`src/rtl/uart_top.sv`:
```
// Full-duplex 8N1 UART: an oversampling receiver and a transmitter with a one-byte
// holding register, both clocked by i_clk and otherwise independent.
module uart_top #(
   parameter int CLK_FREQ     = 125_000_000,
   parameter int BAUD         = 115_200,
   parameter int CLKS_PER_BIT = CLK_FREQ / BAUD
) (
   input  logic       i_clk,
   input  logic       i_rst,
   input  logic       i_srx,
   output logic [7:0] o_Rx_data,
   output logic       o_Rx_valid,
   input  logic       i_Tx_valid,
   input  logic [7:0] i_Tx_data,
   output logic       o_stx
);

   localparam int CNT_W = $clog2(CLKS_PER_BIT);
   localparam logic [CNT_W-1:0] BIT_LAST  = CNT_W'(CLKS_PER_BIT - 1);
   localparam logic [CNT_W-1:0] HALF_LAST = CNT_W'(CLKS_PER_BIT / 2 - 1);
   localparam logic [CNT_W-1:0] CNT_ONE   = CNT_W'(1);

   typedef enum logic [1:0] {
      S_IDLE,
      S_START,
      S_DATA,
      S_STOP
   } uartState_t;

   logic             r_srxMeta;
   logic             r_srxSync;
   uartState_t       r_rxState;
   logic [CNT_W-1:0] r_rxCnt;
   logic [2:0]       r_rxBitIdx;
   logic [7:0]       r_rxShift;
   logic             r_rxBreak;

   uartState_t       r_txState;
   logic [CNT_W-1:0] r_txCnt;
   logic [2:0]       r_txBitIdx;
   logic [7:0]       r_txShift;
   logic [7:0]       r_holdData;
   logic             r_holdFull;
   logic             r_txValidPrev;
   logic             w_txAccept;

   // Two-flop synchroniser; idles high so reset never looks like a start bit.
   always_ff @(posedge i_clk) begin
      if (i_rst) begin
         r_srxMeta <= 1'b1;
         r_srxSync <= 1'b1;
      end else begin
         r_srxMeta <= i_srx;
         r_srxSync <= r_srxMeta;
      end
   end

   // Receiver: half-bit start qualification, then one sample per bit centre.
   // A framing error sets r_rxBreak so the line must return high before re-arming.
   always_ff @(posedge i_clk) begin
      if (i_rst) begin
         r_rxState  <= S_IDLE;
         r_rxCnt    <= '0;
         r_rxBitIdx <= '0;
         r_rxShift  <= '0;
         r_rxBreak  <= 1'b0;
         o_Rx_data  <= '0;
         o_Rx_valid <= 1'b0;
      end else begin
         o_Rx_valid <= 1'b0;
         case (r_rxState)
            S_IDLE: begin
               r_rxCnt <= '0;
               if (r_srxSync) begin
                  r_rxBreak <= 1'b0;
               end else if (!r_rxBreak) begin
                  r_rxState <= S_START;
               end
            end
            S_START: begin
               if (r_rxCnt == HALF_LAST) begin
                  r_rxCnt    <= '0;
                  r_rxBitIdx <= '0;
                  r_rxState  <= r_srxSync ? S_IDLE : S_DATA;
               end else begin
                  r_rxCnt <= r_rxCnt + CNT_ONE;
               end
            end
            S_DATA: begin
               if (r_rxCnt == BIT_LAST) begin
                  r_rxCnt   <= '0;
                  r_rxShift <= {r_srxSync, r_rxShift[7:1]};
                  if (r_rxBitIdx == 3'd7) begin
                     r_rxState <= S_STOP;
                  end else begin
                     r_rxBitIdx <= r_rxBitIdx + 3'd1;
                  end
               end else begin
                  r_rxCnt <= r_rxCnt + CNT_ONE;
               end
            end
            S_STOP: begin
               if (r_rxCnt == BIT_LAST) begin
                  r_rxCnt   <= '0;
                  r_rxState <= S_IDLE;
                  if (r_srxSync) begin
                     o_Rx_data  <= r_rxShift;
                     o_Rx_valid <= 1'b1;
                  end else begin
                     r_rxBreak <= 1'b1;
                  end
               end else begin
                  r_rxCnt <= r_rxCnt + CNT_ONE;
               end
            end
            default: r_rxState <= S_IDLE;
         endcase
      end
   end

   assign w_txAccept = i_Tx_valid & ~r_txValidPrev;

   // Transmitter with holding register. STOP chains straight into START when a
   // byte is waiting so the stop bit is exactly one bit period long.
   always_ff @(posedge i_clk) begin
      if (i_rst) begin
         r_txState     <= S_IDLE;
         r_txCnt       <= '0;
         r_txBitIdx    <= '0;
         r_txShift     <= '0;
         r_holdData    <= '0;
         r_holdFull    <= 1'b0;
         r_txValidPrev <= 1'b0;
         o_stx         <= 1'b1;
      end else begin
         r_txValidPrev <= i_Tx_valid;
         if (w_txAccept && !r_holdFull) begin
            r_holdData <= i_Tx_data;
            r_holdFull <= 1'b1;
         end
         case (r_txState)
            S_IDLE: begin
               r_txCnt <= '0;
               o_stx   <= 1'b1;
               if (r_holdFull) begin
                  r_txShift  <= r_holdData;
                  r_holdFull <= 1'b0;
                  o_stx      <= 1'b0;
                  r_txState  <= S_START;
               end
            end
            S_START: begin
               if (r_txCnt == BIT_LAST) begin
                  r_txCnt    <= '0;
                  r_txBitIdx <= '0;
                  o_stx      <= r_txShift[0];
                  r_txState  <= S_DATA;
               end else begin
                  r_txCnt <= r_txCnt + CNT_ONE;
               end
            end
            S_DATA: begin
               if (r_txCnt == BIT_LAST) begin
                  r_txCnt <= '0;
                  if (r_txBitIdx == 3'd7) begin
                     o_stx     <= 1'b1;
                     r_txState <= S_STOP;
                  end else begin
                     r_txBitIdx <= r_txBitIdx + 3'd1;
                     r_txShift  <= {1'b0, r_txShift[7:1]};
                     o_stx      <= r_txShift[1];
                  end
               end else begin
                  r_txCnt <= r_txCnt + CNT_ONE;
               end
            end
            S_STOP: begin
               if (r_txCnt == BIT_LAST) begin
                  r_txCnt <= '0;
                  if (r_holdFull) begin
                     r_txShift  <= r_holdData;
                     r_holdFull <= 1'b0;
                     o_stx      <= 1'b0;
                     r_txState  <= S_START;
                  end else begin
                     r_txState <= S_IDLE;
                  end
               end else begin
                  r_txCnt <= r_txCnt + CNT_ONE;
               end
            end
            default: r_txState <= S_IDLE;
         endcase
      end
   end

endmodule

```
`config.mk`:
```
export PLATFORM = sky130hd
export DESIGN_NAME = uart_top
export DESIGN_NICKNAME = d
export VERILOG_FILES = /design/src/rtl/uart_top.sv
export SDC_FILE = /design/constraint.sdc
export NUM_CORES = 1
export LEC_CHECK = 0
export CAP_MARGIN = 20
export CORE_MARGIN = 2
export CORE_UTILIZATION = 35
export DETAILED_ROUTE_END_ITERATION = 16
export HOLD_SLACK_MARGIN = 0.03
export SLEW_MARGIN = 30
export SYNTH_ARGS = -nofsm -noshare
export SYNTH_HDL_FRONTEND = slang
export SYNTH_SLANG_ARGS = --single-unit
```
`constraint.sdc`:
```
create_clock -name i_clk -period 1.8 [get_ports i_clk]
set_input_delay 0.18 -clock i_clk [delete_from_list [all_inputs] [get_ports i_clk]]
set_output_delay 0.18 -clock i_clk [all_outputs]
set_load 0.02 [all_outputs]
```
==> flow_summary.toml <==
[yosys]
synth_cells = 344
syn_area_um2 = 3340
synth_ff_type = "dfxtp_1"
ys_warn_count = 0
ys_seq_elements = 71
avgSynthCellArea_um2 = 9.70
async_flop_share = 0
synth_edf_count = 0
yosysSeqAreaShare = 0.426
ys_types = 49
synth_nets = 371

[setup_path]
worstSetupPathType = "reg -> reg"
reg2reg_depth = 5
cp.arrival_ns = 1.99
cp_max_fo = 14
cp-end-kind = "flip-flop"
startpoint = "r_txCnt[7]"
worstSetupStartpointType = "flip-flop"
r2r_start = "r_txCnt[7]"
r2r_setup_slack_ns = 0.05
cp.required_ns = 2.04

[placement]
pre_cts_slack_ns = 0.0699
gp_congestion = 0.782
placed_area_um2 = 3910
hpwlAfterDp_um = 4670
port_buffers = 21
place_inst = 510

[die]
initial_core_util = 0.361
core_area_um2 = 9240
io_pins = 22
die_h_um = 102
num_rows = 35
dieArea_um2 = 10300
fp.dieW_um = 102

[power_and_ir_drop]
power_uw = 4390
power_density_nw_per_um2 = 1060
ir_worst_vdd_mv = 0.412
leakage_uw = 0.00154

[clock_tree]
htree_levels = 3
clkLatencyLatePin_ns = 0.34
clkTransAtPathRegs_ns = 0.07
root_buffer = "clkbuf_8"
numCtsBuffers = 9
tritoncts = "yes"
hold_buffers = 0
clock_path_buffers = 2
numClockSinks = 71

[grt]
antenna_found_initial = 0
grt-ovfl-total = 0
grt_max_degree = 24
grt_pass1_wl_um = 11300
grt_pass1_vias = 2495
grtUsageTotal = 0.136

[final_layout]
stdcell_area_um2 = 4150
area_growth_syn_to_layout_pct = 24.4
drive_above_1_share = 0.161
fin_cells = 527
antenna_cells = 0
finalNetCount = 420

[timing]
setup_ws_ns = 0.0542
hold_violations = 0
finalCritPeriodShare = 0.970
fmax_ghz = 0.573
setup_viol = 0
clock_skew_ns = 0.0127
tightest_slew_ns = 0.407
slew_violations = 0
relSlewSlack = 0.727
post-route-min-period_ns = 1.75
rsz0062_at_grt = "true"

[route]
final_antenna_net_count = 0
drc = 0
wirelength_um = 6460
dr.pass1.iters = 4
vias_per_cell = 4.90
drt-initial-drc-count = 113
wire_per_inst_um = 12.3
vias = 2582

[worst_hold_path]
holdPathStages = 2
min_from = "i_rst"
hold_class = "in -> reg"

[run]
drv_cap = 0

[status]
run_status = "complete, no violations"
## layout by cell type (no fill, tap or decap), types with 2 or more instances in the layout
cell             count
clkbuf_8            11
o21ai_0              4
a311oi_2             3
buf_4               30
nor2b_1              5
xor2_1              12
or3_1                3
inv_1               11
clkbuf_1             2
dfxtp_1             70
a311oi_1             5
and4_1               2
nor3_1               5
bufinv_16            2
and3_1               5
or2_2                3
mux2i_1             35
ha_1                14
a32o_1               3
nand4_1              7
o41ai_1              2
nand2b_1            27
nand2_1             11
nor3_2               2
a21boi_0             2
xnor2_1              6
nor2_1              29
buf_12               3
nand3b_1             3
nor4_1               2
nand3_1              8
a21oi_1             26
clkdlybuf4s50_1     20
nand4b_1             2
## flip-flops by register name (all words and copies together), names as in the netlist, 2 cells and up, named ones only
| register | flops |
|---|---|
| r_txBitIdx | 3 |
| r_txCnt | 11 |
| r_rxBitIdx | 3 |
| r_txShift | 8 |
| o_Rx_data | 8 |
| r_holdData | 8 |
| r_rxCnt | 11 |
| r_txState | 2 |
| r_rxShift | 8 |
## where the power goes
group	switching, µW	internal, µW
Combinational	593	547
Clock	568	856
Sequential	101	1720
Total	1260	3130
## path summary, 6_finish.rpt
| path | endpoint |
|---|---|
| hold / removal | r_srxSync |
| setup / recovery | r_txShift[2] |
| setup reg to reg | r_txShift[2] |
| hold reg to reg | r_srxSync |
## per-layer routing
| layer | global-route usage | wire length, µm |
|---|---|---|
| met1 | 0.173 | 3100 |
| met2 | 0.224 | 3120 |
| met3 | 0.0400 | 167 |
| met4 | 0.0374 | 66 |
| met5 | 0 | 0 |
## per-stage QoR
| stage | utilization | setup TNS [ns] | hold slack, ns |
|---|---|---|---|
| finish | 0.450 | 0 | 0.236 |
| detailed placement | 0.423 | 0 | 0.399 |
| global placement | 0.423 | 0 | 0.392 |
| CTS | 0.447 | 0 | 0.216 |
| global route | 0.450 | -0.0649 | 0.234 |
| floorplan | - | 0 | 0.284 |
## cells by family (layout without fill, tap and decap cells)
group	after synthesis	count (layout)	synth area share
XOR/XNOR	18	18	0.0472
buffers and inverters	27	81	0.0341
adder cells (fa/ha/maj)	15	15	0.0562
AO/OA/AOI/OAI	58	58	0.128
flip-flops	71	71	0.426
multiplexers	36	36	0.108
AND/OR/NAND/NOR	119	119	0.200
## cell type report
type / count / area, µm²
well taps: 129 / 161
flip-flops and latches: 71 / 1420
clock buffers: 13 / 159
multi-input cells: 246 / 1810
repair buffers: 54 / 490
clock inverters: 3 / 65.1
inverters: 11 / 41.3
fillers: 931 / 5090
## synthesized netlist by cell type, types with 2 or more instances
cell type | count | area share
dfxtp_1 | 71 | 0.43
mux2i_1 | 35 | 0.10
nor2_1 | 29 | 0.033
nand2b_1 | 27 | 0.051
a21oi_1 | 26 | 0.039
ha_1 | 15 | 0.056
xor2_1 | 12 | 0.031
clkbuf_1 | 11 | 0.012
inv_1 | 11 | 0.012
nand2_1 | 11 | 0.012
nand3_1 | 8 | 0.012
nand4_1 | 7 | 0.013
xnor2_1 | 6 | 0.016
a311oi_1 | 5 | 0.013
and3_1 | 5 | 0.0094
nor2b_1 | 5 | 0.0094
nor3_1 | 5 | 0.0075
buf_2 | 4 | 0.0060
o21ai_0 | 4 | 0.0060
a21boi_0 | 3 | 0.0067
a311oi_2 | 3 | 0.013
a32o_1 | 3 | 0.0090
nand3b_1 | 3 | 0.0067
or2_2 | 3 | 0.0056
or3_1 | 3 | 0.0056
and4_1 | 2 | 0.0052
nand4b_1 | 2 | 0.0052
nor3_2 | 2 | 0.0060
nor4_1 | 2 | 0.0037
o41ai_1 | 2 | 0.0052
## worst max-delay path, stage by stage (launching register included)
cell,delay [ns]
dfxtp_2,0.33
or4b_4,0.58
o32ai_4,0.26
buf_12,0.17
a21oi_1,0.07
a311oi_1,0.25
## timing repair
action | in CTS | in global routing
buffers inserted | 0 | 1
endpoints found under the setup margin | 0 | 19
endpoints found under the hold margin | 0 | 0
gates resized for setup | 0 | 5
(Power assumes the default switching activity.)
